==> src/rtl/timer_display_scan.sv <==
// timer_display_scan
// Drives a 3-digit, common-anode, time-multiplexed 7-segment display (M:SS) from the
// timer digit buses. Digits are captured into shadows once per scan frame so that a
// frame never mixes old and new values. The start of each digit slot is blanked to
// suppress ghosting. While paused, the whole display blinks with a half-period of
// BLINK_FRAMES frames. All outputs are registered and lag the scan state by one cycle.
module timer_display_scan #(
   parameter int SCAN_DIV     = 50000,  // clk cycles per digit slot (>=2)
   parameter int BLANK_CYCLES = 64,     // blanked cycles at start of each slot (< SCAN_DIV)
   parameter int BLINK_FRAMES = 100     // frames per blink half-period (>=1)
) (
   input  logic       clk,
   input  logic       reset,
   input  logic [5:0] seconds0,
   input  logic [5:0] seconds1,
   input  logic [5:0] minutes0,
   input  logic       paused,
   output logic [2:0] an,
   output logic [6:0] seg,
   output logic       dp
);

   localparam int PW = $clog2(SCAN_DIV);
   localparam int FW = (BLINK_FRAMES > 1) ? $clog2(BLINK_FRAMES) : 1;

   localparam logic [PW-1:0] P_LAST  = PW'(SCAN_DIV - 1);
   localparam logic [PW-1:0] P_BLANK = PW'(BLANK_CYCLES);
   localparam logic [FW-1:0] F_LAST  = FW'(BLINK_FRAMES - 1);

   typedef enum logic [1:0] {
      SLOT_S0 = 2'd0,
      SLOT_S1 = 2'd1,
      SLOT_M0 = 2'd2
   } slot_t;

   slot_t           r_slot;
   slot_t           w_slot_nxt;
   logic [PW-1:0]   r_p;
   logic [FW-1:0]   r_frame;
   logic            r_phase_on;
   logic [5:0]      r_sh_s0;
   logic [5:0]      r_sh_s1;
   logic [5:0]      r_sh_m0;
   logic [2:0]      r_an;
   logic [6:0]      r_seg;
   logic            r_dp;

   logic            w_p_wrap;
   logic            w_frame_end;
   logic            w_blank;
   logic            w_off;
   logic [5:0]      w_digit;
   logic [2:0]      w_an_lit;
   logic            w_dp_lit;

   // Shadow value -> active-low {g,f,e,d,c,b,a}; every bit of the value is significant.
   function automatic logic [6:0] seg_decode(input logic [5:0] v);
      logic [6:0] s;
      case (v)
         6'd0:    s = 7'h40;
         6'd1:    s = 7'h79;
         6'd2:    s = 7'h24;
         6'd3:    s = 7'h30;
         6'd4:    s = 7'h19;
         6'd5:    s = 7'h12;
         6'd6:    s = 7'h02;
         6'd7:    s = 7'h78;
         6'd8:    s = 7'h00;
         6'd9:    s = 7'h10;
         default: s = 7'h3F;  // out-of-range digit shown as a dash
      endcase
      return s;
   endfunction

   assign w_p_wrap    = (r_p == P_LAST);
   assign w_frame_end = w_p_wrap && (r_slot == SLOT_M0);
   assign w_blank     = (r_p < P_BLANK);
   // Blink-off is qualified with paused so un-pausing lights the display on the next edge.
   assign w_off       = paused && !r_phase_on;

   // Prescaler: counts cycles within the current digit slot.
   always_ff @(posedge clk or posedge reset) begin
      if (reset) begin
         r_p <= '0;
      end else if (w_p_wrap) begin
         r_p <= '0;
      end else begin
         r_p <= r_p + 1'b1;
      end
   end

   // Slot state register.
   always_ff @(posedge clk or posedge reset) begin
      if (reset) begin
         r_slot <= SLOT_S0;
      end else begin
         r_slot <= w_slot_nxt;
      end
   end

   // Slot sequencing s0 -> s1 -> m0 -> s0, plus per-slot digit and anode selection.
   always_comb begin
      w_slot_nxt = r_slot;
      w_digit    = r_sh_s0;
      w_an_lit   = 3'b111;
      w_dp_lit   = 1'b1;
      case (r_slot)
         SLOT_S0: begin
            if (w_p_wrap) w_slot_nxt = SLOT_S1;
            w_digit  = r_sh_s0;
            w_an_lit = 3'b110;
         end
         SLOT_S1: begin
            if (w_p_wrap) w_slot_nxt = SLOT_M0;
            w_digit  = r_sh_s1;
            w_an_lit = 3'b101;
         end
         SLOT_M0: begin
            if (w_p_wrap) w_slot_nxt = SLOT_S0;
            w_digit  = r_sh_m0;
            w_an_lit = 3'b011;
            w_dp_lit = 1'b0;  // M.SS separator
         end
         default: begin
            w_slot_nxt = SLOT_S0;
         end
      endcase
   end

   // Digit shadows: reloaded only at frame end so a frame is always self-consistent.
   always_ff @(posedge clk or posedge reset) begin
      if (reset) begin
         r_sh_s0 <= '0;
         r_sh_s1 <= '0;
         r_sh_m0 <= '0;
      end else if (w_frame_end) begin
         r_sh_s0 <= seconds0;
         r_sh_s1 <= seconds1;
         r_sh_m0 <= minutes0;
      end
   end

   // Blink timing: frame counter and phase run only while paused, otherwise held at ON.
   always_ff @(posedge clk or posedge reset) begin
      if (reset) begin
         r_frame    <= '0;
         r_phase_on <= 1'b1;
      end else if (!paused) begin
         r_frame    <= '0;
         r_phase_on <= 1'b1;
      end else if (w_frame_end) begin
         if (r_frame == F_LAST) begin
            r_frame    <= '0;
            r_phase_on <= !r_phase_on;
         end else begin
            r_frame <= r_frame + 1'b1;
         end
      end
   end

   // Registered display outputs, derived from the scan state of the current cycle.
   always_ff @(posedge clk or posedge reset) begin
      if (reset) begin
         r_an  <= 3'b111;
         r_seg <= 7'h7F;
         r_dp  <= 1'b1;
      end else if (w_blank || w_off) begin
         r_an  <= 3'b111;
         r_seg <= 7'h7F;
         r_dp  <= 1'b1;
      end else begin
         r_an  <= w_an_lit;
         r_seg <= seg_decode(w_digit);
         r_dp  <= w_dp_lit;
      end
   end

   assign an  = r_an;
   assign seg = r_seg;
   assign dp  = r_dp;

endmodule

==> config.mk <==
export PLATFORM = sky130hd
export DESIGN_NAME = timer_display_scan
export DESIGN_NICKNAME = d
export VERILOG_FILES = /design/src/rtl/timer_display_scan.sv
export SDC_FILE = /design/constraint.sdc
export NUM_CORES = 1
export LEC_CHECK = 0
export CAP_MARGIN = 20
export CORE_AREA = 2 2 61 86
export CTS_CLUSTER_DIAMETER = 30
export DETAILED_ROUTE_END_ITERATION = 10
export DIE_AREA = 0 0 63 88
export GPL_ROUTABILITY_DRIVEN = 0
export MAX_ROUTING_LAYER = met4
export PLACE_DENSITY = 0.82
export REMOVE_ABC_BUFFERS = 1
export SLEW_MARGIN = 40
export SYNTH_ARGS = -nofsm -noshare
export SYNTH_HDL_FRONTEND = slang
export SYNTH_SLANG_ARGS = --single-unit
==> constraint.sdc <==
create_clock -name clk -period 7.1 [get_ports clk]
set_clock_uncertainty 0.1 [all_clocks]
set_input_delay 1.065 -clock clk [delete_from_list [all_inputs] [get_ports clk]]
set_output_delay 1.065 -clock clk [all_outputs]
set_load 0.02 [all_outputs]
==> summary.md <==
| Metric | Value |
|---|---|
| CP required | `7.22 ns` |
| Synth area leaders | `dfrtp_1, dfstp_2, mux2_4` |
| Setup crit end kind | `flop` |
| Place WS | `4.27 ns` |
| Mapped Area | `2760 um^2` |
| Number of enable flip-flop cells after synthesis | `0` |
| Initial DRC Count | `73` |
| CTS clk-pin slew, worst paths | `0.10 ns` |
| Antenna Diode Count | `0` |
| Pre-antenna DRT Iters | `4` |
| Top FF cell, synth | `dfrtp_1` |
| Max-cap viol count | `0` |
| Layout area overhead | `15.7%` |
| Die Y | `88 um` |
| RSZ-0062 raised after global routing | `no` |
| Largest family of logic cells by synthesized area | `simple AND/OR/NAND/NOR gates` |
| CTS Hold Bufs | `0` |
| Hold WC Path Type | `flop to flop` |
| I/O pins | `32` |
| Grt ovf | `0` |
| Setup TNS | `0 ns` |
| Initial antenna violation count | `0` |
| Nets | `between 300 and 400` |
| Vias | `1,970` |
| # fillers | `380` |
| Worst-case clock buffer depth | `2` |
| Share of layout cells above drive strength 1 | `0.165` |
| Met2 WL | `2.78 mm` |
| First-pass GRT wire length | `9.15 mm` |
| Multiplexer share of the synthesized area | `0.101` |
| DP Cell Count | `roughly 340` |
| CP Launch Type | `flop` |
| Sequential share of the synthesized area | `0.495` |
| Core ar. | `approximately 4800 um^2` |
| Total GRT Usage | `0.216` |
| Crit Path Max Fanout | `16` |
| RR Startpoint | `r_slot[0]$_DFFE_PP0P_` |
| Final HPWL DP | `3.78 mm` |
| Setup WS post-layout | `4.32 ns` |
| Synth top area share | `0.390` |
| Final Util | `0.669` |
| Syn Inst Count | `between 200 and 300` |
| Max Clock Freq | `359 MHz` |
| Number of warnings issued by yosys | `0` |
| H-tree lvl count | `2` |
| Min cycle time layout | `between 2 and 3 ns` |
| Row cnt | `30` |
| Crit path launch | `r_slot[0]$_DFFE_PP0P_` |
| Rel. slew slack | `0.511` |
| Slew of the pin with the lowest slew margin | `0.734 ns` |
| Peak VDD IR | `~0.16 mV` |
| Power per cell area | `169 nW/um^2` |
| Post-CTS Resized | `0` |
| Top sig layer | `met4` |
| Area leader, netlist | `dfrtp_1` |
| Clk root buf | `clkbuf_8` |
| Vias in the first global route | `1,961` |
| Crit Path Class | `flop to flop` |
| Leak pwr | `between 1 and 1.5 nW` |
| Post-Route WL | `5.20 mm` |
| CTS tree | `yes` |
| Largest net degree at the start of global routing | `55` |
| Most instantiated cells after synthesis | `dfrtp_1, nor2_1, nand2_1` |
| Final hold vios | `0` |
| Avg Cell Area, Syn | `about 11 um^2` |
| Yosys cell types | `52` |
| Area of placed instances | `3090 um^2` |
| Synth Area in XOR/XNOR | `0.0413` |
| DIE AREA | `between 5000 and 6000 um^2` |
| DR vias/cell | `5.74` |
| Adder-cell share of the synthesized area | `0.0454` |
| Post-route DRC | `0` |
| Synthesized flop and latch total | `54` |
| Die Wd | `63 um` |
| Most common cell in the netlist | `dfrtp_1` |
| M1 wire length | `2.12 mm` |
| Sink Count | `54` |
| Simple-Gate Fraction of Synth Area | `0.186` |
| Num CTS Buffers | `5` |
| Post-route cell area | `3190 um^2` |
| Max Transition Viols Final | `0` |
| Outcome | `completed` |
| Worst-Skew Late Latency | `0.31 ns` |
| Worst endpoint data arrival time | `2.90 ns` |
| Worst hold start | `r_p[0]$_DFF_PP0_` |
| Final setup fails | `0` |
| Final period util | `0.392` |
| DR WL met3 | `184 um` |
| Port buffer count | `31` |
| Post-Layout Cell Count | `343` |
| Remaining antenna violation count | `0` |
| Async set-reset flop share out of synthesis | `1.00` |
| WL/cell | `15.2 um` |
| Synth Area in Compound Gates | `0.0944` |
| Initial Util | `0.578` |
| Setup bufs post-CTS | `0` |
==> through the flow <==
step / total power [mW] / hold slack [ns]
after floorplan: 0.342 / 0.333
after CTS: 0.542 / 0.374
after global placement: 0.358 / 0.345
final: 0.539 / 0.370
after global routing: 0.562 / 0.397
after detailed placement: 0.359 / 0.360
==> final timing paths <==
path,cells past startpoint,endpoint,slack (ns)
max,9,seg[3]$_DFF_PP1_,4.32
min,1,r_p[0]$_DFF_PP0_,0.37
max reg2reg,9,seg[3]$_DFF_PP1_,4.32
min reg2reg,1,r_p[0]$_DFF_PP0_,0.37
max in group asynchronous,2,r_sh_s1[3]$_DFFE_PP0P_,5.39
min in group asynchronous,2,r_sh_s1[5]$_DFFE_PP0P_,1.09
==> routing by layer <==
metal	track usage	up-vias
met1	0.249	949
met3	0.0360	14
li1	-	951
met4	0.0848	0
met5	-	-
met2	0.375	56
==> where the power goes <==
group / leakage (nW) / switching (mW) / total, mW / internal (mW)
Sequential: 0.660 / 0.00430 / 0.318 / 0.314
Clock: 0.0478 / 0.105 / 0.185 / 0.0805
Combinational: 0.666 / 0.0162 / 0.0355 / 0.0193
Total: 1.37 / 0.125 / 0.539 / 0.414
==> logic make-up (layout without fill, tap and decap cells) <==
family	count (synthesis)	in the layout
adder cells (fa/ha/maj)	10	10
multiplexers	22	22
AND/OR/NAND/NOR	89	89
flip-flops	54	54
buffers and inverters	24	51
XOR/XNOR	13	13
AO/OA/AOI/OAI	40	40
==> layout make-up <==
class,count,area [um^2],share of cell area
clock buffer,6,82.6,0.0259
inverter,12,47.5,0.0149
multi-input combinational,174,1290,0.404
sequential,54,1370,0.428
clock inverter,2,16.3,0.00510
timing repair buffer,31,310,0.0973
tap,64,80.1,0.0251
==> registers in the layout (all words and copies together) (netlist names), 2 cells and up <==
| name | count |
|---|---|
| r_p | 16 |
| r_frame | 7 |
| seg | 7 |
| r_sh_m0 | 6 |
| r_sh_s0 | 6 |
| r_sh_s1 | 6 |
| an | 3 |
| r_slot | 2 |
==> worst max-delay path, cell delays in order (launching register included) <==
cell	delay, ns
dfrtp_1	0.43
inv_1	0.12
ha_1	0.56
a22oi_1	0.13
a21oi_1	0.64
inv_1	0.11
ha_1	0.32
inv_1	0.04
o21ai_0	0.15
nand4_1	0.11
==> cells in the final DEF (no fill, tap or decap), drive strengths merged, types with 4 or more instances in the layout <==
cell type / synthesis / routed
a22oi: 4 / 4
dfrtp: 43 / 43
xor2: 8 / 8
nand3: 7 / 7
o21ai: 10 / 10
mux2: 19 / 19
ha: 10 / 10
nor3: 6 / 6
nor4: 5 / 5
clkbuf: 8 / 6
nand2: 14 / 14
a21oi: 9 / 9
and3: 7 / 7
o211ai: 4 / 4
xnor2: 5 / 5
inv: 12 / 13
dfstp: 11 / 11
clkdlybuf4s50: 0 / 31
nand4: 9 / 9
nor2: 21 / 21
(Power assumes the default switching activity.)
